<file path="src/rtl/hilo_muldiv_unit_if.sv">
// Execute-stage bus between the EX pipeline control and the HI/LO multiply/divide unit.
// master (pipeline) drives: valid_in, hilo_rwen, mul_sign, div, src_a, src_b, cancel
// slave  (unit)     drives: hilo_rdata, stall, busy
interface hilo_muldiv_unit_if;
  logic        valid_in;
  logic [3:0]  hilo_rwen;   // [3]=rd HI, [2]=rd LO, [1]=wr HI, [0]=wr LO; 4'b0011 = mul/div
  logic        mul_sign;
  logic        div;
  logic [31:0] src_a;
  logic [31:0] src_b;
  logic        cancel;
  logic [31:0] hilo_rdata;
  logic        stall;
  logic        busy;

  modport master (
    output valid_in, hilo_rwen, mul_sign, div, src_a, src_b, cancel,
    input  hilo_rdata, stall, busy
  );

  modport slave (
    input  valid_in, hilo_rwen, mul_sign, div, src_a, src_b, cancel,
    output hilo_rdata, stall, busy
  );
endinterface

</file>
<file path="src/rtl/hilo_muldiv_unit.sv">
// HI/LO register pair with single-cycle MULT/MULTU, MTHI/MTLO, MFHI/MFLO and a 33-cycle
// restoring DIV/DIVU that stalls the pipeline.
// Ports:
//   clk    - rising-edge clock
//   resetn - asynchronous active-low reset
//   bus    - slave side of hilo_muldiv_unit_if (controls, operands, rdata, stall, busy)
module hilo_muldiv_unit #(
  parameter logic [31:0] HILO_RST = 32'h0000_0000
) (
  input logic              clk,
  input logic              resetn,
  hilo_muldiv_unit_if.slave bus
);

  typedef enum logic [1:0] {StIdle, StRun, StDone} state_e;

  state_e      state_q, state_d;
  logic [31:0] hi_q, hi_d, lo_q, lo_d;
  logic [31:0] dvd_q, dvd_d;   // dividend magnitude, consumed MSB first
  logic [31:0] dvs_q, dvs_d;   // divisor magnitude
  logic [31:0] rem_q, rem_d;
  logic [31:0] quot_q, quot_d;
  logic [4:0]  cnt_q, cnt_d;
  logic        qneg_q, qneg_d, rneg_q, rneg_d;

  logic        wr, start, a_neg, b_neg, step_ok;
  logic [31:0] a_abs, b_abs;
  logic [63:0] op_a, op_b, prod;
  logic [32:0] rem_shift, diff;

  always_comb begin
    wr    = bus.valid_in & ~bus.cancel;
    start = wr & bus.div & (bus.hilo_rwen == 4'b0011);
    a_neg = bus.mul_sign & bus.src_a[31];
    b_neg = bus.mul_sign & bus.src_b[31];
    a_abs = a_neg ? -bus.src_a : bus.src_a;
    b_abs = b_neg ? -bus.src_b : bus.src_b;
    // Low 64 bits of the sign/zero-extended product are the correct signed or unsigned result
    op_a  = {{32{a_neg}}, bus.src_a};
    op_b  = {{32{b_neg}}, bus.src_b};
    prod  = op_a * op_b;
    // One restoring step: bring in the next dividend bit, subtract divisor if it fits
    rem_shift = {rem_q, dvd_q[31]};
    diff      = rem_shift - {1'b0, dvs_q};
    step_ok   = ~diff[32];
  end

  always_comb begin
    state_d   = state_q;
    hi_d      = hi_q;
    lo_d      = lo_q;
    dvd_d     = dvd_q;
    dvs_d     = dvs_q;
    rem_d     = rem_q;
    quot_d    = quot_q;
    cnt_d     = cnt_q;
    qneg_d    = qneg_q;
    rneg_d    = rneg_q;
    bus.stall = 1'b0;

    unique case (state_q)
      StIdle: begin
        if (wr) begin
          unique case (bus.hilo_rwen)
            4'b0010: hi_d = bus.src_a;
            4'b0001: lo_d = bus.src_a;
            4'b0011: begin
              if (bus.div) begin
                dvd_d     = a_abs;
                dvs_d     = b_abs;
                rem_d     = '0;
                quot_d    = '0;
                cnt_d     = '0;
                qneg_d    = a_neg ^ b_neg;
                rneg_d    = a_neg;
                state_d   = StRun;
                bus.stall = 1'b1;
              end else begin
                {hi_d, lo_d} = prod;
              end
            end
            default: ;
          endcase
        end
      end
      StRun: begin
        if (bus.cancel) begin
          state_d = StIdle;
        end else begin
          bus.stall = 1'b1;
          rem_d     = step_ok ? diff[31:0] : rem_shift[31:0];
          quot_d    = {quot_q[30:0], step_ok};
          dvd_d     = {dvd_q[30:0], 1'b0};
          cnt_d     = cnt_q + 5'd1;
          if (cnt_q == 5'd31) state_d = StDone;
        end
      end
      StDone: begin
        // Pipeline is released this cycle; held operands must not restart a division
        if (!bus.cancel) begin
          hi_d = rneg_q ? -rem_q : rem_q;
          lo_d = qneg_q ? -quot_q : quot_q;
        end
        state_d = StIdle;
      end
      default: state_d = StIdle;
    endcase
  end

  always_comb begin
    bus.busy = (state_q != StIdle);
    unique case (bus.hilo_rwen)
      4'b1000: bus.hilo_rdata = hi_q;
      4'b0100: bus.hilo_rdata = lo_q;
      default: bus.hilo_rdata = '0;
    endcase
  end

  always_ff @(posedge clk or negedge resetn) begin
    if (!resetn) begin
      state_q <= StIdle;
      hi_q    <= HILO_RST;
      lo_q    <= HILO_RST;
      dvd_q   <= '0;
      dvs_q   <= '0;
      rem_q   <= '0;
      quot_q  <= '0;
      cnt_q   <= '0;
      qneg_q  <= 1'b0;
      rneg_q  <= 1'b0;
    end else begin
      state_q <= state_d;
      hi_q    <= hi_d;
      lo_q    <= lo_d;
      dvd_q   <= dvd_d;
      dvs_q   <= dvs_d;
      rem_q   <= rem_d;
      quot_q  <= quot_d;
      cnt_q   <= cnt_d;
      qneg_q  <= qneg_d;
      rneg_q  <= rneg_d;
    end
  end

endmodule

</file>
<file path="src/flat_wrapper.sv">
// flat-port wrapper written by rule: the top's interface ports become plain ports
module hilo_muldiv_unit_flat 
#(
  parameter logic [31:0] HILO_RST = 32'h0000_0000
)
  (clk, resetn, bus_valid_in, bus_hilo_rwen, bus_mul_sign, bus_div, bus_src_a, bus_src_b, bus_cancel, bus_hilo_rdata, bus_stall, bus_busy);
  hilo_muldiv_unit_if bus_i ();
  input logic clk;
  input logic resetn;
  input wire logic [$bits(bus_i.valid_in)-1:0] bus_valid_in;
  input wire logic [$bits(bus_i.hilo_rwen)-1:0] bus_hilo_rwen;
  input wire logic [$bits(bus_i.mul_sign)-1:0] bus_mul_sign;
  input wire logic [$bits(bus_i.div)-1:0] bus_div;
  input wire logic [$bits(bus_i.src_a)-1:0] bus_src_a;
  input wire logic [$bits(bus_i.src_b)-1:0] bus_src_b;
  input wire logic [$bits(bus_i.cancel)-1:0] bus_cancel;
  output wire logic [$bits(bus_i.hilo_rdata)-1:0] bus_hilo_rdata;
  output wire logic [$bits(bus_i.stall)-1:0] bus_stall;
  output wire logic [$bits(bus_i.busy)-1:0] bus_busy;
  assign bus_i.valid_in = bus_valid_in;
  assign bus_i.hilo_rwen = bus_hilo_rwen;
  assign bus_i.mul_sign = bus_mul_sign;
  assign bus_i.div = bus_div;
  assign bus_i.src_a = bus_src_a;
  assign bus_i.src_b = bus_src_b;
  assign bus_i.cancel = bus_cancel;
  assign bus_hilo_rdata = bus_i.hilo_rdata;
  assign bus_stall = bus_i.stall;
  assign bus_busy = bus_i.busy;
  hilo_muldiv_unit #(.HILO_RST(HILO_RST)) u_core (.clk(clk), .resetn(resetn), .bus(bus_i));
endmodule
</file>
<file path="config.mk">
export PLATFORM = sky130hd
export DESIGN_NAME = hilo_muldiv_unit_flat
export DESIGN_NICKNAME = d
export VERILOG_FILES = /design/src/rtl/hilo_muldiv_unit_if.sv /design/src/rtl/hilo_muldiv_unit.sv /design/src/flat_wrapper.sv
export SDC_FILE = /design/constraint.sdc
export NUM_CORES = 2
export LEC_CHECK = 0
export ABC_CLOCK_PERIOD_IN_PS = 6400
export CAP_MARGIN = 5
export CORE_MARGIN = 2
export CORE_UTILIZATION = 55
export DETAILED_ROUTE_END_ITERATION = 8
export MAX_ROUTING_LAYER = met4
export PLACE_DENSITY_LB_ADDON = 0.08
export REMOVE_ABC_BUFFERS = 1
export SYNTH_ARGS = -nofsm -noshare
export SYNTH_HDL_FRONTEND = slang
export SYNTH_SLANG_ARGS = --single-unit
</file>
<file path="constraint.sdc">
create_clock -name clk -period 6.4 [get_ports clk]
set_input_delay 1.6 -clock clk [delete_from_list [all_inputs] [get_ports clk]]
set_output_delay 1.6 -clock clk [all_outputs]
set_load 0.02 [all_outputs]
</file>
## Yosys cells after proc, flatten, opt, wreduce, memory -nomap -nowiden

Cells that the tools add are included.

- Output and inout bits: 34
- Register bits after elaboration: 201
- Input port bits: 74
- Logic and storage cells: 93

- Bitwise gates (word level): 6
- Reduce and logical (&&, ||, !) cells: 9
- Multiply operators: 1
- Add/sub/neg operators: 6
- Mux-type cells: 44
- Eq/ne operators: 17

Operator list:

| cell | count |
|---|---|
| $mux 32 | 20 |
| $pmux 32 s2 | 8 |
| $neg 32->32 | 4 |
| $mul 33x33->64 | 1 |
| $sub 33x32->33 | 1 |
| $mux 5 | 4 |
| $reduce_and 5->1 | 3 |
| $mux 2 | 5 |
| $pmux 5 s2 | 1 |
| $ne 3x2->1 const B | 3 |
| $eq 4x2->1 const B | 2 |
| $reduce_and 4->1 | 2 |
| $ne 2x2->1 const B | 3 |
| $reduce_bool 2->1 | 3 |
| $add 5x1->5 const B | 1 |
| $eq 5x5->1 const B | 1 |
| $eq 4x1->1 const B | 1 |
| $eq 4x3->1 const B | 1 |
| $eq 4x4->1 const B | 1 |
| $mux 1 | 4 |
| $ne 2x1->1 const B | 2 |
| $pmux 2 s2 | 1 |
| $and 1x1->1 | 3 |
| $ne 3x3->1 const B | 1 |
| 6 further kinds | 7 |

## Logic depth before layout (Yosys ltp)

- Depth in word-level cells: 6
- Mapped depth: 32
- Depth with buffers taken out: 28

## Worst setup path before layout

OpenSTA, ideal clock, no wires.

- Kind: input to register
- From: in bus_src_a[31]
- To: reg u_core.hi_q[30]
- Cell stages on the path: 30
- Path slack: -3.211 ns
- Arrival time: 9.500 ns
- Path through: clkbuf_1 > and2_1 > clkbuf_1 > buf_1 > nand2_1 > inv_1 > fa_1 > inv_1 > fa_1 > inv_1 > fa_1 > fa_1 > inv_1 > fa_1 > inv_1 > fa_1 > inv_1 > fa_1 > fa_1 > inv_1 > ha_1 > clkbuf_1 > and4_1 > a221oi_1 > nand2_1 > a41oi_1 > and2_1 > o21ai_0 > and4_1 > o41ai_1

- Word-level cells in the longest chain between the ends: 6

Ends and longest elaborated chain:

| item | RTL line | RTL |
|---|---|---|
| start, declared | flat_wrapper.sv:14 | `input wire logic [$bits(bus_i.src_a)-1:0] bus_src_a;` |
| $and 1x1->1 | hilo_muldiv_unit.sv:34 | `a_neg = bus.mul_sign & bus.src_a[31];` |
| $mul 33x33->64 (*) | hilo_muldiv_unit.sv:41 | `prod = op_a * op_b;` |
| $mux 32 (*) | hilo_muldiv_unit.sv:68 | `if (bus.div) begin` |
| $pmux 32 s2 (*) | hilo_muldiv_unit.sv:64 | `unique case (bus.hilo_rwen)` |
| $mux 32 (*) | hilo_muldiv_unit.sv:63 | `if (wr) begin` |
| $pmux 32 s2 (*) | hilo_muldiv_unit.sv:61 | `unique case (state_q)` |
| end signal, assigned | hilo_muldiv_unit.sv:133 | `hi_q <= hi_d;` |
| end, declared | hilo_muldiv_unit.sv:18 | `logic [31:0] hi_q, hi_d, lo_q, lo_d;` |

Every way passes the cells marked *; elsewhere a longest branch is shown, timed or not. The select of a mux whose other input is x is not followed.
A chain may end at the register's enable or synchronous reset.

## Worst setup path in the final report

- From: in bus_src_b[1]
- To: reg u_core.hi_q[23]

- Word-level cells in the longest chain between the ends: 5

Ends and longest elaborated chain:

| item | RTL line | RTL |
|---|---|---|
| start, declared | flat_wrapper.sv:15 | `input wire logic [$bits(bus_i.src_b)-1:0] bus_src_b;` |
| $mul 33x33->64 | hilo_muldiv_unit.sv:41 |  |
| $mux 32 | hilo_muldiv_unit.sv:68 |  |
| $pmux 32 s2 | hilo_muldiv_unit.sv:64 |  |
| $mux 32 | hilo_muldiv_unit.sv:63 |  |
| $pmux 32 s2 | hilo_muldiv_unit.sv:61 |  |

No other way between the ends. The select of a mux whose other input is x is not followed.

==> key figures <==
Critical path
  – Crit-path slowest cell: fa_2
  – CP most frequent cell: buf_6
  – Critical path launch point type: primary input
  – Crit. Startpoint: bus_src_b[1]
  – Arrival time worst endpoint: 9.05 ns
  – Worst flop-to-flop path endpoint: u_core.rem_q[4]
  – Internal reg-to-reg setup slack: about 1.8 ns
  – Worst reg2reg path depth: 15
  – Crit path largest cell delay: around 0.6 ns
  – Crit end category: flop
  – R2r startpoint: u_core.dvd_q[31]
  – Data required, critical path: approximately 6.8 ns
  – Critical path class: in -> reg
  – Critical path fanouts, max: 6

Final layout
  – Nets: slightly below 8,000
  – Post-route cell area: 62,200 um2
  – Layout cell share with drive strength beyond 1: 0.190
  – Fill cells: 7,770
  – Area grow syn2layout: 21.1%

Placed design
  – Hpwl dp: 137 mm
  – Port Buffers: 107
  – Routability Congestion: 0.999
  – Placed cell area: 57,700 um2

Die
  – Row count: roughly 110
  – I/O pin cnt: approximately 110
  – Core ar.: roughly 93,000 um2
  – Starting Density: 0.553
  – DIE HEIGHT: a little over 300 um
  – DIE AREA: between 90,000 and 100,000 um2
  – Die X: between 300 and 400 um

Job
  – Max-cap viol count: 0

Clocking
  – CTS sink count: between 200 and 250
  – CTS root buf: clkbuf_16
  – CTS Hold Bufs: 0
  – Reg clk slew, reported paths: 0.06 ns
  – Clk Latency, worst-skew pair: approximately 0.54 ns
  – H-tree depth: 1
  – Cts bufs inserted: 25
  – Max clock buf depth: 3
  – CTS tree: built

Hold path
  – WHS Endpoint: u_core.dvd_q[0]
  – Min-delay worst type: reg -> reg
  – Hold_sp: u_core.dvd_q[0]
  – WHS Path Cells: 2

GRT
  – Initial antenna violation count: 7
  – All-Layer GR Usage: 0.377
  – Number of global-route vias before repair: around 45,000
  – Total congestion overflow: 0
  – Largest net degree at the start of global routing: between 100 and 150
  – Global-route wire length before repair: approximately 260 mm

STA
  – Slew Limit Fails: 0
  – RSZ-0062 raised after global routing: true
  – Final hold vios: 0
  – Fin Setup TNS: -92.06 ns
  – # setup viols final: 55
  – Final WS setup: -2.23 ns
  – Clk_skew: ~0.015 ns
  – Fmax: ~120 MHz
  – Final worst path period need: between 8 and 9 ns
  – Period utilisation layout: 1.35
  – Slew HR: 0.330
  – Slew @ Worst Pin: 1.00 ns

Synth
  – Yosys top cell area share: 0.439
  – Synthesized area: around 51,000 um2
  – Dominant cell type by area after synthesis: fa_1
  – Cell with the most instances after synthesis: inv_1
  – Top cells by area, synth: fa_1 (44%), dfrtp_1 (9.8%), inv_1 (8.5%)
  – Sequential element share of the synthesized area: 0.0980
  – Post-synth top cells: inv_1 (1,159), fa_1 (1,126), nand2_1 (1,015)
  – Yosys Warn Count: 0
  – Post-synthesis cell type count: 72
  – Number of enable flip-flop cells after synthesis: 0
  – Post-Synthesis Cells: around 5,900
  – Synth async-reset ratio: 1.00
  – Synthesis-stage register bit count: approximately 200
  – Avg Inst Size Synth: 8.78 um2
  – Top_reg_cell synth: dfrtp_1

Routing
  – Post-route ant nets: 0
  – Total Routed Length: around 170 mm
  – DRC Markers: 0
  – DR iter-0 viols: 3,528
  – DR WL/cell: roughly 22 um
  – DR vias/cell: about 5.6
  – First-pass DRT Iterations: 6
  – Routed via count: 42,800

Status
  – Failing checks: setup timing
  – Status: complete, but fails checks
[worst max-delay path: cells and delay by family]
kind                     cells  cell delay, ns
AO/OA/AOI/OAI                4            0.85
adder cells (fa/ha/maj)      9            4.23
buffers and inverters       13            1.41
XOR/XNOR                     1            0.14
AND/OR/NAND/NOR              6            0.78
[sequential cells by signal, indices dropped and copies added, names as in the netlist]
| name | flops |
|---|---|
| u_core.dvd_q | 32 |
| u_core.dvs_q | 32 |
| u_core.hi_q | 32 |
| u_core.lo_q | 32 |
| u_core.quot_q | 32 |
| u_core.rem_q | 32 |
| u_core.cnt_q | 5 |
| u_core.state_q | 2 |
| u_core.qneg_q | 1 |
| u_core.rneg_q | 1 |
[through the flow]
step | util | setup WS, ns | std cells | hold WS (ns)
floorplan | - | -2.99 | 5475 | 0.433
global placement | 0.621 | -3.59 | 7450 | 0.452
detailed placement | 0.621 | -3.63 | 7450 | 0.454
CTS | 0.659 | -2.10 | 7580 | 0.467
global route | 0.669 | -2.41 | 7614 | 0.489
finish | 0.669 | -2.23 | 7614 | 0.468
[cells in the final DEF, fill, tap and decap left out, types with 14 or more instances in the layout]
master	netlist	routed
fa_2	0	45
dfrtp_1	201	201
and2_1	347	324
nor2_1	138	119
inv_2	0	61
buf_6	0	89
o211ai_1	28	28
nand2_2	0	17
nand4_1	19	19
clkdlybuf4s50_1	0	41
a22o_1	37	37
a21o_1	47	46
mux2i_1	31	30
clkbuf_16	0	25
buf_4	2	588
xnor2_1	131	119
and2_4	0	23
or3_1	24	23
nand2_1	1015	995
o21ai_1	3	48
fa_1	1126	1081
and3_1	30	25
a21oi_2	1	17
o21ai_0	296	234
ha_1	250	207
xor2_1	74	64
a31oi_1	19	16
nand2b_1	24	22
o21bai_1	16	14
buf_2	2	16
ha_4	0	42
a21oi_1	138	113
nand3_1	53	42
buf_12	0	72
nor3_1	31	28
o31ai_1	35	31
inv_1	1159	1092
[routing by layer]
metal	wire (um)	GRT usage	share of wire	vias up
met3	13900	0.0676	0.082	370
li1	-	-	-	18700
met4	7740	0.136	0.045	0
met2	80500	0.595	0.47	1717
met5	0	-	0	-
met1	68500	0.491	0.40	22000
[timing repair]
action / in CTS / in global routing
gates cloned: 12 / 0
resized for setup: 541 / 172
endpoints found under the setup margin: 56 / 56
buffers inserted: 82 / 33
pin swaps: 292 / 149
[cell type report]
type                       count  area, um2  share of cell area
antenna                        7       17.5            0.000282
clock buffer                  38        724              0.0117
clock inverter                 6       33.8            0.000543
inverter                    1159       4370              0.0703
multi-input combinational   4115      42600               0.684
sequential                   201       5030              0.0809
tap                         1254       1570              0.0252
timing repair buffer         834       7870               0.127
[cell families after synthesis]
family,count (synthesis),share of synthesized area
flops,201,0.0980
mux,34,0.00670
compound gates,745,0.0906
fa+ha+maj,1376,0.500
simple gates,1755,0.157
buf+inv,1534,0.112
xor+xnor,205,0.0350
[worst max path at each step]
stage	end	cells past startpoint
2_1_floorplan	u_core.hi_q[23]	26
3_3_place_gp	u_core.hi_q[25]	31
3_5_place_dp	u_core.hi_q[25]	29
4_1_cts	u_core.hi_q[26]	31
5_1_grt	u_core.hi_q[23]	30
6_report	u_core.hi_q[23]	33
Power is not shown: default switching activity piles up to over one toggle a cycle in this logic, so the estimate is an artifact.
